<file path="src/rtl/mul_div_unit.sv">
// Iterative multiply/divide unit: shift-add multiply and restoring divide, one
// bit per cycle, fixed latency of WIDTH+2 clocks from accepted start to done.
module mul_div_unit #(
  parameter int WIDTH = 32
) (
  input  logic             clk,
  input  logic             reset,
  input  logic             start,
  input  logic [2:0]       operation,
  input  logic [WIDTH-1:0] leftOperand,
  input  logic [WIDTH-1:0] rightOperand,
  output logic             busy,
  output logic             done,
  output logic [WIDTH-1:0] result,
  output logic             divideByZero
);

  localparam int CountW = $clog2(WIDTH);
  localparam logic [CountW-1:0] countLast = CountW'(WIDTH - 1);

  localparam logic [2:0] opMul  = 3'd0;
  localparam logic [2:0] opMulu = 3'd1;
  localparam logic [2:0] opDiv  = 3'd2;
  localparam logic [2:0] opDivu = 3'd3;
  localparam logic [2:0] opRem  = 3'd4;
  localparam logic [2:0] opRemu = 3'd5;

  typedef enum logic [1:0] {IDLE, PREP, RUN, FIX} state_t;

  state_t state, stateNext;

  logic [2:0]        opReg;
  logic [WIDTH:0]    accHi;
  logic [WIDTH-1:0]  accLo;
  logic [WIDTH-1:0]  addend;
  logic [CountW-1:0] count;
  logic              negResult;
  logic              zeroDivisor;

  logic isMul, isDiv, isRem, isSigned, isReserved;
  logic [WIDTH-1:0] mulAddend;
  logic [WIDTH:0]   mulSum;
  logic [WIDTH:0]   divShift;
  logic [WIDTH+1:0] divDiff;
  logic             divFits;
  logic [WIDTH-1:0] magResult;
  logic [WIDTH-1:0] fixedResult;

  function automatic logic [WIDTH-1:0] magnitude(input logic signed [WIDTH-1:0] v,
                                                 input logic signedOp);
    logic signed [WIDTH-1:0] negV;
    negV = -v;
    return (signedOp && (v < 0)) ? $unsigned(negV) : $unsigned(v);
  endfunction

  // Two's-complement negate modulo 2^WIDTH, so MIN stays MIN.
  function automatic logic [WIDTH-1:0] applySign(input logic [WIDTH-1:0] mag,
                                                 input logic neg);
    logic signed [WIDTH-1:0] s;
    s = -$signed(mag);
    return neg ? $unsigned(s) : mag;
  endfunction

  assign isMul      = (opReg == opMul) || (opReg == opMulu);
  assign isRem      = (opReg == opRem) || (opReg == opRemu);
  assign isDiv      = (opReg == opDiv) || (opReg == opDivu) || isRem;
  assign isSigned   = (opReg == opMul) || (opReg == opDiv) || (opReg == opRem);
  assign isReserved = !isMul && !isDiv;

  assign mulAddend = accLo[0] ? addend : '0;
  assign mulSum    = accHi + {1'b0, mulAddend};
  assign divShift  = {accHi[WIDTH-1:0], accLo[WIDTH-1]};
  assign divDiff   = {1'b0, divShift} - {2'b00, addend};
  assign divFits   = !divDiff[WIDTH+1];

  assign magResult   = isRem ? accHi[WIDTH-1:0] : accLo;
  assign fixedResult = (isReserved || (isDiv && zeroDivisor)) ? '0
                                                              : applySign(magResult, negResult);

  assign busy = (state != IDLE);

  always_ff @(posedge clk) begin
    if (reset) state <= IDLE;
    else       state <= stateNext;
  end

  always_comb begin
    stateNext = state;
    unique case (state)
      IDLE: if (start) stateNext = PREP;
      PREP: stateNext = RUN;
      RUN:  if (count == countLast) stateNext = FIX;
      FIX:  stateNext = IDLE;
      default: stateNext = IDLE;
    endcase
  end

  // Datapath: operand capture, sign preparation, one iteration per RUN cycle.
  always_ff @(posedge clk) begin
    unique case (state)
      IDLE: begin
        if (start) begin
          opReg  <= operation;
          accLo  <= leftOperand;
          addend <= rightOperand;
        end
      end
      PREP: begin
        accHi <= '0;
        count <= '0;
        // Multiply iterates over the multiplier in accLo and adds the multiplicand.
        if (isMul) begin
          accLo  <= magnitude(addend, isSigned);
          addend <= magnitude(accLo, isSigned);
        end else begin
          accLo  <= magnitude(accLo, isSigned);
          addend <= magnitude(addend, isSigned);
        end
        negResult   <= isSigned && (isRem ? accLo[WIDTH-1]
                                          : (accLo[WIDTH-1] ^ addend[WIDTH-1]));
        zeroDivisor <= (addend == '0);
      end
      RUN: begin
        count <= count + CountW'(1);
        if (isMul) begin
          accHi <= {1'b0, mulSum[WIDTH:1]};
          accLo <= {mulSum[0], accLo[WIDTH-1:1]};
        end else if (isDiv) begin
          accHi <= divFits ? divDiff[WIDTH:0] : divShift;
          accLo <= {accLo[WIDTH-2:0], divFits};
        end
      end
      default: ;
    endcase
  end

  always_ff @(posedge clk) begin
    if (reset) begin
      done         <= 1'b0;
      result       <= '0;
      divideByZero <= 1'b0;
    end else begin
      done <= (state == FIX);
      if (state == FIX) begin
        result       <= fixedResult;
        divideByZero <= isDiv && zeroDivisor;
      end
    end
  end

endmodule

</file>
<file path="config.mk">
export PLATFORM = sky130hd
export DESIGN_NAME = mul_div_unit
export DESIGN_NICKNAME = d
export VERILOG_FILES = /design/src/rtl/mul_div_unit.sv
export SDC_FILE = /design/constraint.sdc
export NUM_CORES = 1
export LEC_CHECK = 0
export CORE_ASPECT_RATIO = 0.9
export CORE_UTILIZATION = 65
export CTS_CLUSTER_DIAMETER = 80
export CTS_CLUSTER_SIZE = 16
export DETAILED_ROUTE_END_ITERATION = 10
export GPL_TIMING_DRIVEN = 0
export PLACE_DENSITY = 0.95
export SETUP_SLACK_MARGIN = 0.5
export SYNTH_ARGS = -nofsm -noshare
export SYNTH_HDL_FRONTEND = slang
export SYNTH_SLANG_ARGS = --single-unit
</file>
<file path="constraint.sdc">
create_clock -name clk -period 6.3 [get_ports clk]
set_input_delay 1.26 -clock clk [delete_from_list [all_inputs] [get_ports clk]]
set_output_delay 1.26 -clock clk [all_outputs]
set_load 0.02 [all_outputs]
</file>
### Yosys cells after proc, flatten, opt, wreduce, memory -nomap -nowiden

Index checks and enable logic that the tools add are counted.

* bits in registers: 143
* input port bits: 70
* output and inout bits: 35
* word-level logic and storage cells: 82

* add/sub/neg operators: 6
* $lt $le $gt $ge: 2
* eq/ne operators: 12
* multiplexer cells: 23
* bitwise gates (word level): 1
* reductions and logical operators: 27

Operators by type and width (number)
* 2-to-1 mux 32 bit: 12
* 2-to-1 mux 33 bit: 3
* negator 32 bit: 3
* one-hot mux 32 bit (3 select lines): 1
* one-hot mux 33 bit (2 select lines): 1
* less-than comparator 32 x 1 -> 1 bit (second input constant): 2
* one-hot mux 32 bit (2 select lines): 1
* subtractor 33 x 32 -> 34 bit: 1
* adder 33 x 32 -> 33 bit: 1
* logical NOT 32 bit: 1
* one-hot mux 5 bit (2 select lines): 1
* one-hot mux 2 bit (4 select lines): 1
* AND reduction 2 bit: 4
* logical OR 1 bit: 7
* == test 3 x 2 -> 1 bit (second input constant): 2
* == test 3 bit (second input constant): 2
* nonzero test 2 bit: 3
* adder 5 x 1 -> 5 bit (second input constant): 1
* == test 5 bit (second input constant): 1
* logical AND 1 bit: 5
* == test 2 bit (second input constant): 2
* 2-to-1 mux 2 bit: 2
* inequality test 2 bit (second input constant): 2
* == test 3 x 1 -> 1 bit (second input constant): 1
* 9 further kinds: 11

### Depth between registers and ports, before layout

* depth after elaboration: 7
* mapped depth: 16
* gate-level depth less buffers: 13

### Least setup slack after synthesis

Ideal clock, no wire load.

* path kind: input-to-reg
* start: input port start
* end: register accLo[0] (enable)
* setup time: 0.480 ns
* data arrival time: 3.844 ns
* required time: 5.820 ns
* slack: 1.976 ns
* stages on the path: 2
* buffers on the path: 0
* cell sequence: nor2_1 a311oi_1

* longest elaborated chain between the ends: 2

Ends and longest elaborated chain
* from (decl): line 8 `input logic start,`
* inequality test 2 bit (no line)
* AND reduction 3 bit (no line)
* to (signal assigned): line 104 `accLo <= leftOperand;`
* to (signal assigned): line 113 `accLo <= magnitude(addend, isSigned);`
* to (signal assigned): line 116 `accLo <= magnitude(accLo, isSigned);`
* to (decl): line 34 `logic [WIDTH-1:0] accLo;`

No other way between the ends.
A chain may end at the register's enable or synchronous reset.

### Worst setup path after layout

* start: register accLo[0]
* end: register accHi[26] (data pin)

* longest elaborated chain between the ends: 4

Ends and longest elaborated chain
* 2-to-1 mux 32 bit: line 70 `assign mulAddend = accLo[0] ? addend : '0;`
* adder 33 x 32 -> 33 bit: line 71 `assign mulSum = accHi + {1'b0, mulAddend};`
* 2-to-1 mux 33 bit: line 125 `if (isMul) begin`
* one-hot mux 33 bit (2 select lines): line 100 `unique case (state)`
* to (signal assigned): line 126 `accHi <= {1'b0, mulSum[WIDTH:1]};`
* to (signal assigned): line 129 `accHi <= divFits ? divDiff[WIDTH:0] : divShift;`
* to (decl): line 33 `logic [WIDTH:0] accHi;`

No other way between the ends.

==> flow_metrics.py <==
metrics = {
    "cts": {
        "clkLatencyLatePin_ns": 0.46,
        "clock-sinks": 143,
        "cts_root_buffer": "clkbuf_16",
        "ctsHoldBuffers": 0,
        "clockBufferDepth": 2,
        "cts_resized": 0,
        "cts_inserted_buffers": 17,
        "path_clk_slew_ns": 0.07,
        "htreeDepth": 4,
        "cts_setup_buffers": 0,
        "cts_tree": "built",
    },
    "floorplanning": {
        "initial_core_util_pct": 66.9,
        "rows": 49,
        "dieArea_mm2": 0.0213,
        "core_area_mm2": 0.0201,
        "die_w_um": 154,
        "die_y_um": 139,
        "ios": 105,
    },
    "global_route": {
        "grt_max_degree": 33,
        "grt_pass1_vias": 13650,
        "track_usage_pct": 47.8,
        "grt_overflow": 0,
        "antenna_found_initial": 0,
        "grt_first_pass_wirelength_um": 77400,
    },
    "layout": {
        "nNetsFinal": 1979,
        "seq_area_mm2": 0.00393,
        "area_growth_pct": 15.4,
        "diodes": 0,
        "multi_input_area_mm2": 0.00884,
        "nFillCells": 1496,
        "drive_gt1_share_pct": 5.09,
    },
    "routing": {
        "vias": 14826,
        "drc_errors": 0,
        "drtPass1Iterations": 7,
        "wl_met1_um": 19000,
        "totalWireLength_um": 51500,
        "drtAntennaViolNets": 0,
        "highest_layer": "met4",
        "routedWlPerCell_um": 24.5,
        "first_iter_violations": 2483,
        "dr_wl_met3_um": 8270,
        "vias_per_cell": 7.05,
        "routed-wl-met2_um": 20400,
    },
    "worst_setup_path": {
        "slowest_stage": "o31ai_1",
        "start_kind": "flop",
        "cp.required_ns": 6.57,
        "crit_buf_inv": 3,
        "crit_type": "flop to flop",
        "crit_path_max_fanout": 10,
        "worstPathArrival_ns": 5.06,
        "critical-path-max-stage-delay_ns": 0.80,
        "crit_chain": "clkinv_1 > clkbuf_1 > nor2_1 > ha_1 > clkbuf_1 > nand4_1 > or3_1 > o31ai_1 > o41ai_2 > o221ai_1 > a21oi_1 > xor2_1 > a221oi_1",
        "end_kind": "flop",
        "cp_common_cell": "clkbuf_1",
        "crit_family": "compound AO/OA/AOI/OAI gates",
    },
    "synth": {
        "synth-seq-cells": 143,
        "synth-main-ff-cell": "edfxtp_1",
        "synthTopCellsByArea": "edfxtp_1 (24%), ha_1 (6.8%), a21oi_1 (6.2%), nand2_1 (5.7%), nor2_1 (5.4%)",
        "synthArstFlopShare_pct": 0,
        "yosysMostFrequentCell": "nand2_1",
        "synth_top_area_share_pct": 23.9,
        "synth_common_cells": "nand2_1 (205), nor2_1 (195), a21oi_1 (167)",
        "synth_edf_count": 107,
        "yosysTopAreaCell": "edfxtp_1",
        "synth_area_mm2": 0.0135,
        "synth_cells": 1708,
        "avgSynthCellArea_um2": 7.88,
        "synth_nets": 1853,
        "ys_seq_area_share_pct": 29.2,
        "synth_cell_types": 83,
        "ys_warn_count": 0,
    },
    "sta": {
        "finalSetupViolCount": 0,
        "worst_pin_slew_ns": 1.46,
        "finalCritPeriodShare_pct": 75.9,
        "slew-limit-headroom_pct": 2.80,
        "skew_ns": 0.0178,
        "tns_ns": 0,
        "timing.hold.ws_ns": 0.484,
        "maxSlewViolCount": 0,
        "fmax_mhz": 209,
        "rsz0062_at_grt": "false",
        "period_needed_ns": 4.78,
        "hold_viol_final": 0,
    },
    "place": {
        "io_buffers": 104,
        "routabilityCongestion": 1.08,
        "hpwl_um": 39300,
    },
    "flow_run": {
        "maxCapViolations": 0,
    },
    "status": {
        "status": "completed",
    },
    "min_path": {
        "holdCritPathClass": "flop to flop",
    },
}
==> metrics by stage <==
| stage | util (%) | worst slack, ns | cells | area [um2] |
|---|---|---|---|---|
| floorplan | - | 1.98 | 1708 | 13500 |
| global placement | 73.7 | 0.264 | 2067 | 14800 |
| detailed placement | 74.2 | 1.81 | 2070 | 14900 |
| CTS | 77.3 | 1.77 | 2102 | 15500 |
| global route | 77.3 | 1.32 | 2102 | 15500 |
| finish | 77.3 | 1.52 | 2102 | 15500 |
==> placed cells by master (no fill, tap or decap), types with 7 or more instances in the layout <==
master           count
xor2_1              58
o211ai_1            17
nand4_1             14
o21bai_1             8
inv_1               74
a21o_1              34
a22o_1              11
nand3_1             36
o22ai_1             10
clkbuf_1            71
and2_1               9
buf_1                9
nand2_1            205
clkbuf_16           19
nor3_1              32
or3_1               11
a21oi_1            167
o221ai_1             7
mux2_2              13
buf_2               11
a211oi_1            20
edfxtp_1           107
ha_1                73
clkdlybuf4s50_1    104
o31ai_1             20
nor4_1              10
nor2_1             195
o21a_1              10
mux2i_1             45
o21ai_0            108
xnor2_1             83
a31oi_1             24
a221oi_1             8
and3_1              14
dfxtp_1             36
nor2b_1             33
nand2b_1            16
==> metal layers <==
layer | up-vias | GRT usage [%]
li1 | 6436 | -
met1 | 6755 | 63.9
met2 | 1339 | 66.8
met3 | 296 | 15.3
met4 | 0 | 29.7
met5 | - | 0
==> worst reg2reg max path, stage by stage (launching register included) <==
cell and delay [ns]:
edfxtp_1 0.56, clkinv_1 0.23, clkbuf_1 0.46, nor2_1 0.12, ha_1 0.29, clkbuf_1 0.39, nand4_1 0.24, or3_1 0.40
o31ai_1 0.80, o41ai_2 0.21, o221ai_1 0.29, a21oi_1 0.13, xor2_1 0.17, a221oi_1 0.31
==> cells by family (layout without fill, tap and decap cells) <==
family | Yosys count | after routing | share of synthesized area, %
xor gates and xnor gates | 142 | 142 | 9.29
and+or+nand+nor | 597 | 597 | 20.2
DFF | 143 | 143 | 29.2
AOI/OAI and AO/OA | 514 | 514 | 24.3
adders and majority gates | 75 | 75 | 7.08
buffers and inverters | 178 | 317 | 5.34
muxes | 59 | 59 | 4.54
==> layout make-up <==
class | count | area share (%)
Buffer | 102 | 2.79
Tap cell | 255 | 2.05
Inverter | 76 | 1.84
Sequential cell | 143 | 25.3
Clock buffer | 21 | 3.24
Clock inverter | 11 | 0.733
Timing Repair Buffer | 107 | 7.15
Multi-Input combinational cell | 1387 | 56.9
==> sequential cells by signal, indices dropped and copies added (netlist names) <==
| register | flops |
|---|---|
| accHi | 33 |
| accLo | 32 |
| addend | 32 |
| result | 32 |
| count | 5 |
| opReg | 3 |
| state | 2 |
| divideByZero | 1 |
| done | 1 |
| negResult | 1 |
| zeroDivisor | 1 |
==> path summary, 6_finish.rpt <==
| check | from | end | slack, ns | depth (start not counted) |
|---|---|---|---|---|
| max reg2reg | accLo[0]$_DFFE_PP_ | accHi[26]$_SDFFCE_PN0P_ | 1.52 | 13 |
| min | result[30]$_SDFFE_PP0P_ | result[30]$_SDFFE_PP0P_ | 0.48 | 1 |
| min reg2reg | result[30]$_SDFFE_PP0P_ | result[30]$_SDFFE_PP0P_ | 0.48 | 1 |
| max | accLo[0]$_DFFE_PP_ | accHi[26]$_SDFFCE_PN0P_ | 1.52 | 13 |
Power is not shown: default switching activity piles up to over one toggle a cycle in this logic, so the estimate is an artifact.
